===== config.mk =====
export PLATFORM = sky130hd
export DESIGN_NAME = iob_bitmap_scan
export DESIGN_NICKNAME = d
export VERILOG_FILES = /design/src/rtl/iob_bitmap_scan_pkg.sv /design/src/rtl/iob_ctls.sv /design/src/rtl/iob_bitmap_scan.sv
export SDC_FILE = /design/constraint.sdc
export NUM_CORES = 1
export LEC_CHECK = 0
export CAP_MARGIN = 40
export CORE_ASPECT_RATIO = 1.2
export CORE_UTILIZATION = 48
export CTS_CLUSTER_SIZE = 24
export DETAILED_ROUTE_END_ITERATION = 8
export PLACE_DENSITY = 0.77
export SYNTH_ARGS = -nofsm -noshare
export SYNTH_HDL_FRONTEND = slang
export SYNTH_SLANG_ARGS = --single-unit

===== constraint.sdc =====
create_clock -name clk_i -period 1.9 [get_ports clk_i]
set_input_delay 0.19 -clock clk_i [delete_from_list [all_inputs] [get_ports clk_i]]
set_output_delay 0.19 -clock clk_i [all_outputs]
set_load 0.005 [all_outputs]

===== src/rtl/iob_bitmap_scan_pkg.sv =====
// Shared types and sizing for the bitmap scanner.
package iob_bitmap_scan_pkg;

  typedef enum logic [1:0] {
    IDLE = 2'd0,
    SCAN = 2'd1,
    DONE = 2'd2
  } state_t;

  localparam int DEF_W = 32;
  localparam int IDX_W = $clog2(DEF_W);
  localparam int CNT_W = $clog2(DEF_W) + 1;

  localparam bit CTLS_TRAIL = 1'b0;
  localparam bit CTLS_LEAD  = 1'b1;

endpackage


===== src/rtl/iob_ctls.sv =====
// Combinational trailing/leading zero counter.
// Result equals W when the input vector is all zeros.
module iob_ctls #(
  parameter int W    = 32,
  parameter bit MODE = 1'b0
) (
  input  logic [W-1:0]         i_vec,
  output logic [$clog2(W):0]   o_cnt
);

  localparam int CW = $clog2(W) + 1;

  always_comb begin
    o_cnt = CW'(W);
    if (MODE) begin
      for (int i = 0; i < W; i++)
        if (i_vec[i]) o_cnt = CW'(W - 1 - i);
    end else begin
      for (int i = W - 1; i >= 0; i--)
        if (i_vec[i]) o_cnt = CW'(i);
    end
  end

endmodule


===== src/rtl/iob_bitmap_scan.sv =====
// Set-bit enumerator: emits each set bit index via valid/ready.
// IOB_BITMAP_SCAN_MSB_FIRST_EN selects highest-index-first order.
module iob_bitmap_scan
  import iob_bitmap_scan_pkg::*;
#(
  parameter int W = 32
) (
  input  logic                 clk_i,
  input  logic                 rst_i,
  input  logic                 start_i,
  input  logic [W-1:0]         bitmap_i,
  output logic                 busy_o,
  output logic [$clog2(W)-1:0] idx_o,
  output logic                 idx_valid_o,
  input  logic                 idx_ready_i,
  output logic                 done_o,
  output logic [$clog2(W):0]   count_o
);

  localparam int IW = $clog2(W);
  localparam int CW = $clog2(W) + 1;

  state_t          r_state;
  state_t          w_state_nxt;
  logic [W-1:0]    r_work;
  logic [IW-1:0]   r_idx;
  logic            r_vld;
  logic [CW-1:0]   r_cnt;
  logic [CW-1:0]   w_zc;
  logic [IW-1:0]   w_idx;
  logic            w_free;
  logic            w_empty;

`ifdef IOB_BITMAP_SCAN_MSB_FIRST_EN
  iob_ctls #(.W(W), .MODE(CTLS_LEAD)) u_ctls (
    .i_vec (r_work),
    .o_cnt (w_zc)
  );
  assign w_idx = IW'(W - 1) - w_zc[IW-1:0];
`else
  iob_ctls #(.W(W), .MODE(CTLS_TRAIL)) u_ctls (
    .i_vec (r_work),
    .o_cnt (w_zc)
  );
  assign w_idx = w_zc[IW-1:0];
`endif

  assign w_free  = !r_vld || idx_ready_i;
  assign w_empty = (r_work == '0);

  always_comb begin
    w_state_nxt = r_state;
    unique case (r_state)
      IDLE: if (start_i) w_state_nxt = SCAN;
      SCAN: if (w_free && w_empty) w_state_nxt = DONE;
      DONE: w_state_nxt = IDLE;
      default: w_state_nxt = IDLE;
    endcase
  end

  always_ff @(posedge clk_i) begin
    if (rst_i) begin
      r_state <= IDLE;
    end else begin
      r_state <= w_state_nxt;
    end
  end

  // Output slot refills whenever it is empty or being consumed.
  always_ff @(posedge clk_i) begin
    if (rst_i) begin
      r_work <= '0;
      r_idx  <= '0;
      r_vld  <= 1'b0;
      r_cnt  <= '0;
    end else begin
      unique case (r_state)
        IDLE: begin
          if (start_i) begin
            r_work <= bitmap_i;
            r_cnt  <= '0;
          end
        end
        SCAN: begin
          if (w_free) begin
            if (!w_empty) begin
              r_idx         <= w_idx;
              r_vld         <= 1'b1;
              r_work[w_idx] <= 1'b0;
              r_cnt         <= r_cnt + CW'(1);
            end else begin
              r_vld <= 1'b0;
            end
          end
        end
        default: ;
      endcase
    end
  end

  assign busy_o      = (r_state != IDLE);
  assign done_o      = (r_state == DONE);
  assign idx_o       = r_idx;
  assign idx_valid_o = r_vld;
  assign count_o     = r_cnt;

endmodule


* After elaboration in Yosys (flattened, before gate mapping)
Cells that the tools add are included.
Operators by class: add/sub/neg operators 1, $lt $le $gt $ge 2, equality and inequality tests 6, mux-type cells 46, bitwise operators 3, reduce and logical (&&, ||, !) cells 12
Operators with widths (number):
- 5-bit 2-to-1 mux | 32
- 32-bit 2-to-1 mux | 3
- 32-bit case mux with 2 select lines | 1
- 32-bit AND | 1
- 32-bit zero test | 1
- 32-bit inverter | 1
- 6-bit 2-to-1 mux | 3
- 6-bit case mux with 2 select lines | 1
- 2-bit != test (second input constant) | 4
- 6-bit by 1-bit adder with 6-bit output (second input constant) | 1
- 5-bit by 6-bit < comparator with 1-bit output (second input constant) | 1
- 1-bit demux with 5-bit select | 1
- 5-bit by 1-bit >= comparator with 1-bit output (second input constant) | 1
- 2-bit 2-to-1 mux | 2
- 2-bit case mux with 2 select lines | 1
- 2-bit AND reduction | 2
- 4-bit AND reduction | 1
- 2-bit nonzero test | 2
- 3-bit AND reduction | 1
- 2-bit by 1-bit == test with 1-bit output (second input constant) | 1
- 2-bit == test (second input constant) | 1
- 1-bit logical AND | 2
- 2-bit zero test | 1
- 1-bit 2-to-1 mux | 2
- 3 further kinds | 3
Storage, ports and cells: register bits 46, output and inout port bits 14, logic and storage cells 75

* Longest topological paths before layout
word-level depth 41, gate-level depth with buffers 8, depth with buffers taken out 6

* By module
Synthesis repeated with hierarchy kept, for this count alone.
Second synthesis, totals: cell total of the unflattened synthesis 365, area total of the unflattened synthesis 3049.2 um^2
Modules (own cells, without submodules):
- iob_bitmap_scan | instances 1, cells an instance 300, area an instance 2681.3 um^2, seq. area each 920.9 um^2
- iob_ctls | instances 1, cells an instance 65, area an instance 367.9 um^2, seq. area each 0.0 um^2

* Worst setup path after synthesis
No wires, ideal clock.
path kind register -> register, start register r_work[4], end register r_work[30], arrival 1781 ps, slack -26 ps, cell stages (with the launch flop) 8, buffers on the path 1, path through dfxtp_1 buf_6 nor4_1 nand4_1 nor3b_1 nand2b_1 a221oi_1 a31oi_1
On the way: cells in the longest elaborated chain, start to end 14, elaborated cells between the ends (all ways) 18, classes of those cells order compare (2); eq/ne (1); mux (10); bitwise (2); reduce/logical (3)
Ends and longest elaborated chain:
- start: declaration | line iob_bitmap_scan.sv:25 | logic [W-1:0] r_work;
- start signal: assignment | line iob_bitmap_scan.sv:80 | r_work <= bitmap_i;
- 5-bit 2-to-1 mux (5 in series) | line iob_ctls.sv:20 | if (i_vec[i]) o_cnt = CW'(i);
- 5-bit by 6-bit < comparator with 1-bit output (implied by the code) / 5-bit by 1-bit >= comparator with 1-bit output (equally long branches) | line iob_bitmap_scan.sv:89 | r_work[w_idx] <= 1'b0;
- 1-bit logical AND (implied by the code) | line iob_bitmap_scan.sv:89
- 1-bit 2-to-1 mux (implied by the code) | line iob_bitmap_scan.sv:89
- 1-bit demux with 5-bit select | line iob_bitmap_scan.sv:89
- 32-bit inverter (no line)
- 32-bit AND (no line)
- 32-bit 2-to-1 mux | line iob_bitmap_scan.sv:86 | if (!w_empty) begin
- 32-bit 2-to-1 mux | line iob_bitmap_scan.sv:85 | if (w_free) begin
- 32-bit case mux with 2 select lines | line iob_bitmap_scan.sv:77 | unique case (r_state)
Several ways; a longest one is shown, not always the timed one. The select of a mux whose other input is x is not followed. A chain may end at the register's enable or synchronous reset.

* Worst setup path after layout
start register r_work[24], end register r_work[17]
On the way: cells in the longest elaborated chain, start to end 34, elaborated cells between the ends (all ways) 38, classes of those cells order compare (2); eq/ne (1); mux (30); bitwise (2); reduce/logical (3)
Ends and longest elaborated chain (line):
- 5-bit 2-to-1 mux (25 in series) | iob_ctls.sv:20
- 5-bit by 6-bit < comparator with 1-bit output (implied by the code) / 5-bit by 1-bit >= comparator with 1-bit output (equally long branches) | iob_bitmap_scan.sv:89
- 1-bit logical AND (implied by the code) | iob_bitmap_scan.sv:89
- 1-bit 2-to-1 mux (implied by the code) | iob_bitmap_scan.sv:89
- 1-bit demux with 5-bit select | iob_bitmap_scan.sv:89
- 32-bit inverter (no line)
- 32-bit AND (no line)
- 32-bit 2-to-1 mux | iob_bitmap_scan.sv:86
- 32-bit 2-to-1 mux | iob_bitmap_scan.sv:85
- 32-bit case mux with 2 select lines | iob_bitmap_scan.sv:77
Several ways; a longest one is shown, not always the timed one. The select of a mux whose other input is x is not followed.

==> summary.txt <==
Peak supply drop - 0.000538 V
Syn Nets - 383
EDFF count, synth - 0
Die ar. - 6240 um2
RSZ-0062 raised after global routing - yes
Max Cap Viol - 0
Top layer used by detailed routing - met4
Setup crit end - r_work[17]$_SDFFE_PP0P_
Layout area overhead - 68.1%
Largest area contributor in the netlist - dfxtp_1
Power, Total - 3.78 mW
RR Endpoint - r_work[17]$_SDFFE_PP0P_
WP data required - 2.09 ns
CTS Sinks - 46
Switching part of the total - 38.1%
Crit Path Max Fanout - 5
Reg power frac - 29.9%
Initial core utilization - 50.2%
I/O pin total - 50
Worst R2R Path Depth - 7
Flop-to-flop setup slack - -0.22 ns
Clk buf depth - 2
Top post-synthesis cells by area - dfxtp_1 (32%), a221oi_1 (8.3%), nand2_1 (6.5%), mux2i_1 (5.3%), nor2_1 (3.8%)
Avg Inst Size Synth - 8.22 um2
Die width - 72.3 um
CTS tree - done
Layout Nets - 522
Ant. Diodes - 0
Largest net degree at the start of global routing - 34
Critical path depth - 7
DRC violation count after routing - 0
Initial antenna violation count - 0
Post-DP HPWL - 6900 um
Synth warnings - 0
Top cell by count, worst path - o31a_1
Slew headroom - 63.0%
Failing checks - negative setup slack
Drt pass-1 iters - 5
Fraction of layout cells with a size suffix above 1 - 42.2%
Detail Route met2 WL - 5770 um
Placed cells - 544
Skew final - 0.00512 ns
Peak Freq - 472 MHz
Crit path max-delay cell type - a2111oi_4
Sw power - 1.44 mW
Metal-1 WL - 4260 um
Final Hold Violating Endpoints - 0
Internal power - 2.34 mW
Slew @ Worst Pin - 0.550 ns
Port Buf Inserts - 49
Share of the synthesized area in the top cell type - 32.4%
Worst path top cell family by delay - compound AO/OA/AOI/OAI gates
Number of global-route vias before repair - 3,539
Crit start category - flop
Clock-pin slew on the worst setup and hold paths - 0.10 ns
Slew Limit Fails - 0
Site Rows - 30
R2r startpoint - r_work[24]$_SDFFE_PP0P_
Hold Path Class - input pin to flop
Status - finished with violations
Vias/cell - 6.63
Crit. Startpoint - r_work[24]$_SDFFE_PP0P_
Pwr/cell area - 791 nW/um2
Largest stage delay, worst path - 0.50 ns
Drt wl/cell - 20.9 um
# fillers - 307
Congestion Overflow GR - 0
Fin crit period - 2.12 ns
Setup Crit Path Kind - flop to flop
Commonest cells post-synth - nand2_1 (49), dfxtp_1 (46), nor2_1 (29)
Iteration-0 DRC Markers - 471
Vias - 3,755
First-pass GRT wire length - 16,600 um
Crit path capture type - flop
Final ANT Viol Nets - 0
Hold-fix buffers at CTS - 0
Number of buffers created by CTS - 5
Clk Latency, worst-skew pair - 0.32 ns
Area of the multi-input gates - 2230 um2
Final std cells w/o fill - 566
Critical path cell sequence - nor2_1, o31a_1, a2111oi_4, buf_4, o31a_1, and2_4, a41oi_2
Ys flop type - dfxtp_1
Lkg Pwr - 1.90 nW
Worst Path Buf+Inv - 1
Post-Syn Area - 2850 um2
Post-Place Worst Slack - -0.231 ns
Hold_sp - bitmap_i[1]
Part of the power in combinational logic - 49.4%
Async S/R FF share, synth - 0%
Mapped Cells - 346
Cell variety after synth - 52
Arrival @ worst endpoint - 2.31 ns
# setup viols final - 43
Final Cycle Share - 112%
Register Area - 952 um2
Total Routing Usage GR - 34.4%
WL final - 11,800 um
Htree depth - 2
Clock network power share - 20.7%
Post-synthesis register bit count - 46
GPL Wtd Cong - 0.946
CTS root buffer - clkbuf_8
Die Height - 86.3 um
Worst Slack Setup Final - -0.219 ns
Sequential area share after synthesis - 32.4%
Core area - 5670 um2
Top-count cell post-synth - nand2_1
Routed wl met3 - 1060 um
## layout by cell type, fill, tap and decap left out, drive strengths merged, types with 6 or more instances in the layout
cell type,count
dfxtp,46
a31oi,7
a221oi,30
nand4,6
nor3,8
buf,105
mux2i,15
a211oi,6
nand2,49
nand2b,6
nor2b,8
inv,11
nor4,14
a311oi,7
a22oi,9
a21oi,16
nor2,31
o21ai,6
o31ai,6
clkdlybuf4s50,49
## power by group through the flow
stage	registers (mW)	clock network, mW	logic [mW]
final	1.13	0.783	1.87
after global routing	1.14	0.808	1.96
after CTS	1.11	0.759	1.60
after detailed placement	1.12	0	1.38
after global placement	1.12	0	1.35
after floorplan	1.12	0	0.680
## worst reg2reg max path, cell delays in order, from the launching register on
cell and delay (ns):
dfxtp_1 0.42, nor2_1 0.07, o31a_1 0.29, a2111oi_4 0.50, buf_4 0.19, o31a_1 0.17
and2_4 0.24, a41oi_2 0.13
## registers in the layout, indices dropped and copies added (netlist names)
signal	flops
r_work	32
idx_valid_o	1
r_state	2
count_o	6
idx_o	5
## worst min path at each step
stage / end / slack [ns] / cells after the start
3_5_place_dp: idx_o[0]$_SDFFE_PP0P_ / 0.46 / 2
5_1_grt: r_work[1]$_SDFFE_PP0P_ / 0.45 / 3
4_1_cts: r_work[1]$_SDFFE_PP0P_ / 0.43 / 3
6_report: r_work[1]$_SDFFE_PP0P_ / 0.44 / 3
2_1_floorplan: r_work[1]$_SDFFE_PP0P_ / 0.33 / 2
3_3_place_gp: idx_o[3]$_SDFFE_PP0P_ / 0.45 / 2
## per-stage QoR
step,TNS (ns),hold WS (ns),util (%),instance area [um2]
final,-4.52,0.439,84.4,4780
after CTS,-1.19,0.433,79.5,4510
after global placement,-3.28,0.445,71.1,4030
after floorplan,0,0.326,-,2850
after detailed placement,-4.35,0.460,71.1,4030
after global routing,-7.56,0.449,84.4,4780
## kinds of logic after synthesis
kind of cell,Yosys count,synth area share [%]
xor+xnor,5,1.54
simple gates,141,25.9
fa+ha+maj,1,0.440
flops,46,32.4
compound gates,105,29.3
mux,15,5.28
buf+inv,33,5.14
## final cells by class
class / instances / area share (%)
clock buffers: 5 / 1.44
clock inverters: 3 / 0.942
inverters: 11 / 0.863
multi-input cells: 267 / 46.6
flip-flops and latches: 46 / 19.9
well taps: 80 / 2.09
repair buffers: 154 / 28.2
## metal layers
metal  GRT usage [%]  vias up
met3            6.86       91
met1            38.9     1768
met2            59.6      280
met5               0        -
li1                -     1616
met4            20.0        0
## repair_timing
| action | 4_1_cts | 5_1_grt |
|---|---|---|
| pin swaps | 23 | 22 |
| resized for setup | 63 | 46 |
| setup endpoints to repair | 40 | 45 |
| setup buffers | 9 | 5 |
No activity file was read; power rests on OpenSTA's default activity.
